<file path="config.mk">
export PLATFORM = sky130hd
export DESIGN_NAME = alu_req_arbiter
export DESIGN_NICKNAME = d
export VERILOG_FILES = /design/src/rtl/alu_req_arbiter.sv
export SDC_FILE = /design/constraint.sdc
export NUM_CORES = 1
export LEC_CHECK = 0
export CAP_MARGIN = 10
export CORE_AREA = 3 3 102 153
export DETAILED_ROUTE_END_ITERATION = 10
export DIE_AREA = 0 0 105 156
export GPL_TIMING_DRIVEN = 0
export HOLD_SLACK_MARGIN = 0.1
export PLACE_DENSITY = 0.89
export SYNTH_ARGS = -nofsm -noshare
export SYNTH_HDL_FRONTEND = slang
export SYNTH_SLANG_ARGS = --single-unit
export TNS_END_PERCENT = 10
</file>
<file path="constraint.sdc">
create_clock -name clk -period 3.2 [get_ports clk]
set_input_delay 0.96 -clock clk [delete_from_list [all_inputs] [get_ports clk]]
set_output_delay 0.96 -clock clk [all_outputs]
set_load 0.005 [all_outputs]
</file>
<file path="src/rtl/alu_req_arbiter.sv">
`default_nettype none
// ============================================================================
//  Module   : alu_req_arbiter
//  Purpose  : Shares one external combinational ALU between two requesters.
//             One operation is in flight at a time, sequenced IDLE -> EXEC ->
//             RESP, with round-robin arbitration when both ports request.
//             Operands and op code are registered toward the ALU; the ALU
//             result and Zero flag are registered per response port.
//  Revision : 1.0 - initial release
// ----------------------------------------------------------------------------
//  Ports
//   clk, rst_n                  clock (rising edge), async active-low reset
//   req<p>_valid/_ready         request handshake, port p = 0/1
//   req<p>_a/_b/_ctl            operands and ALU op code
//   rsp<p>_valid/_ready         response handshake
//   rsp<p>_result/_zero         registered ALU result and Zero flag
//   alu_src_a/_b, alu_ctl       registered operands/op code to the ALU
//   alu_result, alu_zero        combinational ALU outputs
// ============================================================================
module alu_req_arbiter #(
   parameter int WIDTH = 32,
   parameter int CTLW  = 4
) (
   input  logic             clk,
   input  logic             rst_n,
   // port 0
   input  logic             req0_valid,
   output logic             req0_ready,
   input  logic [WIDTH-1:0] req0_a,
   input  logic [WIDTH-1:0] req0_b,
   input  logic [CTLW-1:0]  req0_ctl,
   output logic             rsp0_valid,
   input  logic             rsp0_ready,
   output logic [WIDTH-1:0] rsp0_result,
   output logic             rsp0_zero,
   // port 1
   input  logic             req1_valid,
   output logic             req1_ready,
   input  logic [WIDTH-1:0] req1_a,
   input  logic [WIDTH-1:0] req1_b,
   input  logic [CTLW-1:0]  req1_ctl,
   output logic             rsp1_valid,
   input  logic             rsp1_ready,
   output logic [WIDTH-1:0] rsp1_result,
   output logic             rsp1_zero,
   // shared ALU
   output logic [WIDTH-1:0] alu_src_a,
   output logic [WIDTH-1:0] alu_src_b,
   output logic [CTLW-1:0]  alu_ctl,
   input  logic [WIDTH-1:0] alu_result,
   input  logic             alu_zero
);

   typedef enum logic [1:0] {
      IDLE = 2'd0,
      EXEC = 2'd1,
      RESP = 2'd2
   } state_t;

   state_t state;
   state_t state_nxt;

   logic owner;        // port whose operation is in flight
   logic last_grant;   // port granted most recently
   logic grant;        // port selected in IDLE
   logic grant_vld;    // some port is being accepted this cycle
   logic rsp_hs;       // owner's response handshake this cycle

   // ------------------------------------------------------------------------
   // Next-state, arbitration and request-ready decode
   // ------------------------------------------------------------------------
   always_comb begin
      state_nxt  = state;
      grant      = 1'b0;
      grant_vld  = 1'b0;
      rsp_hs     = 1'b0;
      req0_ready = 1'b0;
      req1_ready = 1'b0;
      case (state)
         IDLE: begin
            grant_vld = req0_valid | req1_valid;
            // On a tie the port that did not win last time goes next;
            // otherwise the single requesting port wins.
            grant      = (req0_valid && req1_valid) ? ~last_grant : req1_valid;
            req0_ready = grant_vld & ~grant;
            req1_ready = grant_vld &  grant;
            if (grant_vld) begin
               state_nxt = EXEC;
            end
         end
         EXEC: begin
            state_nxt = RESP;
         end
         RESP: begin
            // Only the owner's consumer can complete the response.
            rsp_hs = owner ? rsp1_ready : rsp0_ready;
            if (rsp_hs) begin
               state_nxt = IDLE;
            end
         end
         default: begin
            state_nxt = IDLE;
         end
      endcase
   end

   // ------------------------------------------------------------------------
   // State, operand and response registers
   // ------------------------------------------------------------------------
   always_ff @(posedge clk or negedge rst_n) begin
      if (!rst_n) begin
         state       <= IDLE;
         owner       <= 1'b0;
         last_grant  <= 1'b1;   // lets port 0 win the first tie
         alu_src_a   <= '0;
         alu_src_b   <= '0;
         alu_ctl     <= '0;
         rsp0_valid  <= 1'b0;
         rsp0_result <= '0;
         rsp0_zero   <= 1'b0;
         rsp1_valid  <= 1'b0;
         rsp1_result <= '0;
         rsp1_zero   <= 1'b0;
      end else begin
         state <= state_nxt;

         // Operands only change on acceptance so the ALU inputs stay put
         // through EXEC and keep their value afterwards.
         if (state == IDLE && grant_vld) begin
            alu_src_a  <= grant ? req1_a   : req0_a;
            alu_src_b  <= grant ? req1_b   : req0_b;
            alu_ctl    <= grant ? req1_ctl : req0_ctl;
            owner      <= grant;
            last_grant <= grant;
         end

         if (state == EXEC) begin
            if (owner) begin
               rsp1_result <= alu_result;
               rsp1_zero   <= alu_zero;
               rsp1_valid  <= 1'b1;
            end else begin
               rsp0_result <= alu_result;
               rsp0_zero   <= alu_zero;
               rsp0_valid  <= 1'b1;
            end
         end

         // Result/zero are left untouched when valid drops.
         if (state == RESP && rsp_hs) begin
            if (owner) begin
               rsp1_valid <= 1'b0;
            end else begin
               rsp0_valid <= 1'b0;
            end
         end
      end
   end

endmodule
`default_nettype wire

</file>
### Word level (Yosys, flattened, before mapping)

Cells that the tools add are included.

* logic and storage cells: 50
* bits in registers: 140
* input bits: 175

* bitwise logic cells: 6
* equality and inequality tests: 4
* muxes and demuxes: 21
* reduce and logical (&&, ||, !) cells: 7

Operator list (number)
* $mux 32: 2
* $mux 1: 15
* $pmux 2 s3: 1
* $reduce_and 2->1: 3
* $mux 2: 2
* $mux 4: 1
* $ne 2x2->1 const B: 2
* $logic_and 1x1->1: 3
* $not 1->1: 3
* $and 1x1->1: 2
* $eq 2x1->1 const B: 1
* $eq 2x2->1 const B: 1
* $logic_not 2->1: 1
* $or 1x1->1: 1

### Logic depth before layout (Yosys ltp)

Gate-level depths: netlist of run 1.

* depth in word-level cells: 5
* mapped depth: 7
* depth with buffers taken out: 4

### Worst setup path after synthesis of run 1

Ideal clock, no wire load.

* path kind: input port to output port
* start: input req1_valid
* end: output req0_ready
* cell stages on the path: 5
* arrival time: 1703 ps
* path slack: 537 ps
* cell sequence: buf_2 -> nand2b_1 -> clkbuf_1 -> buf_2 -> and3_1

* word-level cells in the longest chain between the ends: 5
* elaborated cells on any way between the ends: 6
* classes of those cells: mux: 2; bitwise: 3; reduce/logical: 1

RTL lines
* start, declared: RTL line 37 `input logic req1_valid,`
* $logic_and 1x1->1: RTL line 84 `grant = (req0_valid && req1_valid) ? ~last_grant : req1_valid;`
* $mux 1: RTL line 84
* $not 1->1: RTL line 85 `req0_ready = grant_vld & ~grant;`
* $and 1x1->1 (*): RTL line 85
* $mux 1 (*): RTL line 79 `case (state)`
* end, declared: RTL line 28 `output logic req0_ready,`

Every way passes the cells marked *; elsewhere a longest branch is shown, timed or not.

### Worst setup path in the final report of run 1

Same ends and word-level chain as after synthesis.

==> impl_metrics.py, run 1 <==
metrics = {
    "outcome": {
        "status": "finished, final reports clean",
    },
    "worst_setup_path": {
        "worstPathRequired_ns": 2.24,
        "timing.rr.end": "alu_src_b[18]",
        "path_max_fanout": 14,
        "r2r_slack_ns": 1.44,
        "worstSetupEndpointType": "primary output",
        "critical_path_class": "in2out",
        "timing.rr.start": "state[0]",
        "worst_ep_arrival_time_ns": 2.12,
        "worstRegToRegCells": 5,
        "start_kind": "primary input",
    },
    "timing": {
        "setup_ws_ns": 0.1161,
        "post-route-period-util_pct": 96.37,
        "finalHoldViolations": 0,
        "fin_worst_skew_ns": 0.01216,
        "relSlewSlack_pct": 58.44,
        "rsz0062_at_grt": "no",
        "drv_slew": 0,
        "setup_violations": 0,
        "max_freq_ghz": 0.3243,
        "tightest_slew_ns": 0.6234,
        "setup_tns_ns": 0,
        "period_minus_slack_ns": 3.084,
    },
    "logic_synthesis": {
        "syn_inst": 515,
        "synth_area_per_cell_um2": 12.20,
        "synth_cell_type_count": 31,
        "seq_area_frac_synth_pct": 55.77,
        "synth_nets": 690,
        "yosysTopAreaCellShare_pct": 55.36,
        "netlist_area_mm2": 0.006284,
        "yosys_register_bits": 140,
        "synth_top_area_cell": "dfrtp_1",
        "synth_area_leaders": "dfrtp_1 (55%), mux2_2 (11%), a32oi_1 (6.8%), o2bb2ai_1 (6.8%), a21oi_1 (4.2%)",
        "ys.warnings.count": 0,
    },
    "worst_hold_path": {
        "min_to": "alu_src_b[24]",
        "min_path_cells": 1,
        "min_from": "alu_src_b[24]",
        "hold_class": "reg2reg",
    },
    "clock_tree": {
        "clockBufferDepth": 2,
        "clk_latency_ns": 0.42,
        "cts_tree": "yes",
        "clk_pin_slew_ns": 0.06,
        "root_buffer": "clkbuf_16",
        "numClockSinks": 140,
        "htreeDepth": 4,
        "cts_made_buffers": 17,
    },
    "cells_and_area": {
        "multi_input_area_mm2": 0.002397,
        "antenna_cells": 0,
        "drive_gt1_share_pct": 16.78,
        "nNetsFinal": 1020,
        "final_common_cell": "clkdlybuf4s50_1",
        "regArea_mm2": 0.003505,
        "layout_common_cells": "clkdlybuf4s50_1 (308), dfrtp_1 (139), mux2_2 (63)",
        "syn_to_final_growth_pct": 63.42,
        "final_core_util_pct": 71.02,
        "nFillCells": 1050,
    },
    "route": {
        "antenna_left": 0,
        "wl_met1_mm": 7.492,
        "wl_met2_mm": 11.24,
        "drcViolationCount": 0,
        "drtIter0Drc": 341,
        "dr.pass1.iters": 4,
        "met3WireLength_mm": 1.929,
        "viasPerCell": 5.490,
        "wirelength_mm": 21.49,
        "highest_layer": "met4",
        "detail_route.wl_per_cell_um": 20.39,
        "detailroute.via_count": 5786,
    },
    "place": {
        "post-dp-hpwl_mm": 16.49,
        "routabilityCongestion": 0.9106,
        "post-place-ws_ns": -0.6349,
        "io_buffers": 311,
    },
    "die": {
        "initial_utilization_pct": 43.46,
        "core_mm2": 0.01446,
        "row_count": 54,
        "dieWidth_um": 105,
        "dieArea_mm2": 0.01638,
        "die_height_um": 156,
        "ioPinCount": 313,
    },
    "global_routing": {
        "grt_max_degree": 80,
        "antenna_found_initial": 0,
        "overflow": 0,
        "grt_pass1_vias": 6256,
        "track_usage_pct": 25.70,
        "grt_pass1_wl_mm": 33.08,
    },
    "pwr": {
        "cellInternalPower_uw": 6680,
        "comb_power_share_pct": 48.8,
        "power_density_mw_per_mm2": 980.0,
        "clockPowerShare_pct": 19.6,
        "irDropWorstVdd_v": 0.0005624,
        "p_sw_share_pct": 33.61,
        "p_sw_uw": 3383,
        "seq_power_share_pct": 31.6,
        "leakagePower_uw": 0.004125,
    },
    "job": {
        "maxCapViolations": 0,
    },
}
## state kept, by name, indices dropped and copies added, names as in the netlist, named ones only
register,count
last_grant,1
alu_ctl,4
alu_src_a,32
owner,1
rsp0_result,32
state,2
rsp1_result,32
rsp1_zero,1
rsp0_zero,1
alu_src_b,32
## power by group through the flow
stage,sequential [µW],clock (µW),combinational [µW]
after global placement,3160,0,4810
after detailed placement,3200,0,4920
after CTS,3180,2010,4960
after floorplan,3220,0,2140
final,3180,1970,4910
after global routing,3290,2090,5280
## worst max-delay path, stage by stage
cell and delay, ns:
buf_2 0.17, nand2b_4 0.19, and3_1 0.25, clkdlybuf4s50_1 0.54
## how the worst max path moves through the flow
stage / start / end / slack [ns] / cells past startpoint
finish: req1_valid / req0_ready / 0.12 / 4
global route: req1_valid / req0_ready / 0.1 / 4
CTS: req1_valid / req0_ready / 0.04 / 4
detailed placement: req0_valid / req1_ready / -0.63 / 5
global placement: rst_n / rsp1_result[13] / -4.60 / 1
floorplan: req1_valid / req0_ready / 0.54 / 5
## cells by family after synthesis
group | after synthesis | share of synthesized area, %
DFF | 140 | 55.77
AOI/OAI and AO/OA | 175 | 21.33
muxes | 66 | 11.83
and+or+nand+nor | 54 | 4.839
buffers and inverters | 80 | 6.232
## timing repair
action                                  4_1_cts  5_1_grt
buffers inserted                              1        0
endpoints found under the setup margin        2        1
gates resized for setup                       6        1
gates cloned                                  0        0
pin swaps                                     1        0
hold buffers                                  0        0
## per-layer routing
layer  vias up  GRT usage, %
met5         -             0
met4         0         11.57
met3        55         8.820
met2       308         46.10
met1      2791         27.14
li1       2632             -
## final cells by class
class	count	area share [%]
buffer	57	3.022
clock buffer	18	4.277
clock inverter	14	1.426
inverter	21	0.7676
multi-input combinational	295	23.35
sequential	140	34.13
tap	196	2.388
timing repair buffer	313	30.64
## metrics by stage
| stage | area, µm² | hold WS (ns) | total power, µW | std cells |
|---|---|---|---|---|
| detailed placement | 9671 | 0.4731 | 8123 | 1023 |
| global placement | 9642 | 0.4688 | 7965 | 1022 |
| floorplan | 6284 | 0.4794 | 5357 | 515 |
| finish | 10270 | 0.4873 | 10060 | 1054 |
| CTS | 10260 | 0.4912 | 10150 | 1054 |
| global route | 10270 | 0.5020 | 10660 | 1054 |
## synth_stat cells (all sizes together)
cell type	n
dfrtp	139
mux2	66
a21oi	53
a32oi	49
o2bb2ai	49
nand3	40
buf	38
clkbuf	21
inv	21
o221ai	19
nor2	6
nand2b	2
a211o	1
a211oi	1
a21boi	1
and2	1
and3	1
dfstp	1
nand2	1
nor2b	1
nor3b	1
o21ai	1
o22a	1
or2	1
No activity file was read; power rests on OpenSTA's default activity.
==> run 2, diff against run 1 <==
CTS_CLUSTER_DIAMETER = 150   (was unset)
==> results of run 2 <==
The final DEF is identical to that of run 1; final timing and power are the same.
==> run 3, diff against run 2 <==
ABC_AREA = 0   (was unset)
MAX_ROUTING_LAYER = met4   (was unset)
==> run 3 against run 2 <==
Net effect: maximum frequency grew 3.3%; cell area grew 0.45%; sequential power is essentially flat; power grew 1.0%; clock power grew 4%; highest routed layer unchanged; die area is the same; critical endpoint is now req1_ready; critical path depth grew 1; non-clock buffer count grew 2; hold slack gained 0.0036 ns; register-to-register slack gained 0.03 ns.
==> impl_metrics.py, run 3 (same netlist as run 1, synthesis figures left out) <==
metrics = {
    "timing": {
        "max_freq_ghz": 0.3350,
        "drv_slew": 0,
        "rsz0062_at_grt": "no",
        "period_minus_slack_ns": 2.985,
        "finalHoldViolations": 0,
        "relSlewSlack_pct": 57.79,
        "setup_violations": 0,
        "post-route-period-util_pct": 93.28,
        "tightest_slew_ns": 0.6332,
        "fin_worst_skew_ns": 0.01187,
    },
    "route": {
        "dr.pass1.iters": 6,
        "viasPerCell": 5.494,
        "antenna_left": 0,
        "wirelength_mm": 21.76,
        "drcViolationCount": 0,
        "detailroute.via_count": 5802,
        "drtIter0Drc": 308,
        "detail_route.wl_per_cell_um": 20.60,
    },
    "cells_and_area": {
        "layout_common_cells": "clkdlybuf4s50_1 (307), dfrtp_1 (139), mux2_2 (63)",
        "nNetsFinal": 1022,
        "antenna_cells": 0,
        "design_area_mm2": 0.01031,
        "syn_to_final_growth_pct": 64.16,
        "fin_cells": 1056,
        "final_common_cell": "clkdlybuf4s50_1",
        "drive_gt1_share_pct": 16.98,
    },
    "die": {
        "initial_utilization_pct": 43.46,
        "ioPinCount": 313,
        "core_mm2": 0.01446,
        "die_height_um": 156,
        "row_count": 54,
        "dieWidth_um": 105,
        "dieArea_mm2": 0.01638,
    },
    "worst_setup_path": {
        "path_max_fanout": 10,
        "worstSetupEndpointType": "primary output",
        "path_common_cell": "dlygate4sd2_1",
        "start_kind": "primary input",
        "path_cells": "dlygate4sd2_1 -> a211oi_4 -> and2_4 -> buf_6 -> dlygate4sd2_1",
        "worstPathRequired_ns": 2.24,
        "timing.rr.end": "alu_src_b[18]",
        "timing.rr.start": "state[0]",
        "r2r_slack_ns": 1.47,
        "critical_path_class": "in2out",
        "worstRegToRegCells": 5,
        "critical-path-max-stage-delay_ns": 0.28,
        "worst_ep_arrival_time_ns": 2.02,
        "critPathSlowestCell": "dlygate4sd2_1",
    },
    "outcome": {
        "status": "finished, final reports clean",
    },
    "pwr": {
        "irDropWorstVdd_v": 0.0006970,
        "leakagePower_uw": 0.004160,
        "power_density_mw_per_mm2": 985.7,
    },
    "global_routing": {
        "overflow": 0,
        "grt_pass1_wl_mm": 33.59,
        "grt_pass1_vias": 6229,
        "grt_max_degree": 77,
        "track_usage_pct": 26.88,
        "antenna_found_initial": 0,
    },
    "clock_tree": {
        "root_buffer": "clkbuf_16",
        "clk_pin_slew_ns": 0.07,
        "numClockSinks": 140,
        "htreeDepth": 4,
        "clk_latency_ns": 0.41,
        "clockBufferDepth": 2,
        "cts_made_buffers": 17,
        "cts_tree": "yes",
    },
    "place": {
        "post-dp-hpwl_mm": 16.50,
        "io_buffers": 311,
        "dpl_cell_area_mm2": 0.009671,
        "dp_cells": 1023,
        "routabilityCongestion": 0.9184,
    },
    "job": {
        "maxCapViolations": 0,
    },
    "worst_hold_path": {
        "hold_class": "reg2reg",
        "min_from": "alu_src_b[21]",
        "min_to": "alu_src_b[21]",
        "min_path_cells": 1,
    },
}
## run 3: cell types whose count changed in the layout (fill, tap and decap cells not counted), sizes merged
cell,change
buf,+2
clkbuf,-1
clkdlybuf4s50,-1
dlymetal6s2s,+1
inv,+1
## run 3: layout make-up
cell class,count,area (µm²)
Timing Repair Buffer,314,3157
Inverter,21,78.83
Fill cell,1089,4144
Sequential cell,140,3505
Clock buffer,17,425.4
Buffer,58,317.8
Clock inverter,15,188.9
Multi-Input combinational cell,295,2397
Tap cell,196,245.2
## run 3: where the power goes
part           internal, µW  total, µW  switching [µW]  leakage [µW]
clock network          1130       2040             907      0.000299
logic                  2880       4930            2060       0.00219
registers              2690       3190             505       0.00167
total                  6700      10200            3470       0.00416
## run 3: what timing repair did
item,CTS,global route
endpoints found under the hold margin,0,0
gates resized for setup,8,1
buffers inserted,2,0
setup endpoints to repair,2,1
pin swaps,1,0
hold buffers,0,0
## run 3: worst max path at each step
stage,startpoint,to,slack (ns),cells past startpoint
floorplan,req1_valid,req0_ready,0.54,5
global placement,rst_n,rsp0_result[14],-4.57,1
detailed placement,req0_valid,req1_ready,-0.65,5
CTS,req1_valid,req0_ready,0.02,5
global route,req0_valid,req1_ready,0.16,5
finish,req0_valid,req1_ready,0.22,5
## run 3: stage by stage
step           worst slack, ns  setup TNS, ns  hold WS [ns]  utilization (%)  total power (µW)
4_1_cts                0.01859              0        0.4909            71.32             10240
3_3_place_gp            -4.567        -636.14        0.4690            66.68              7968
5_1_grt                 0.1643              0        0.5146            71.34             10760
2_1_floorplan           0.5374              0        0.4794                -              5357
6_report                0.2151              0        0.4909            71.34             10170
3_5_place_dp           -0.6486        -0.9412        0.4739            66.88              8123
## run 3: routing by layer
metal	vias up	wire length, µm	track usage [%]
met5	-	0	-
met4	0	896	12.38
met3	48	1468	6.874
met2	287	11080	45.61
met1	2832	8306	29.68
li1	2635	-	-
## run 3: worst max-delay path: cells and delay by family
kind | cells | cell delay, ns
AOI/OAI and AO/OA | 1 | 0.23
buffers and inverters | 3 | 0.65
and+or+nand+nor | 1 | 0.18
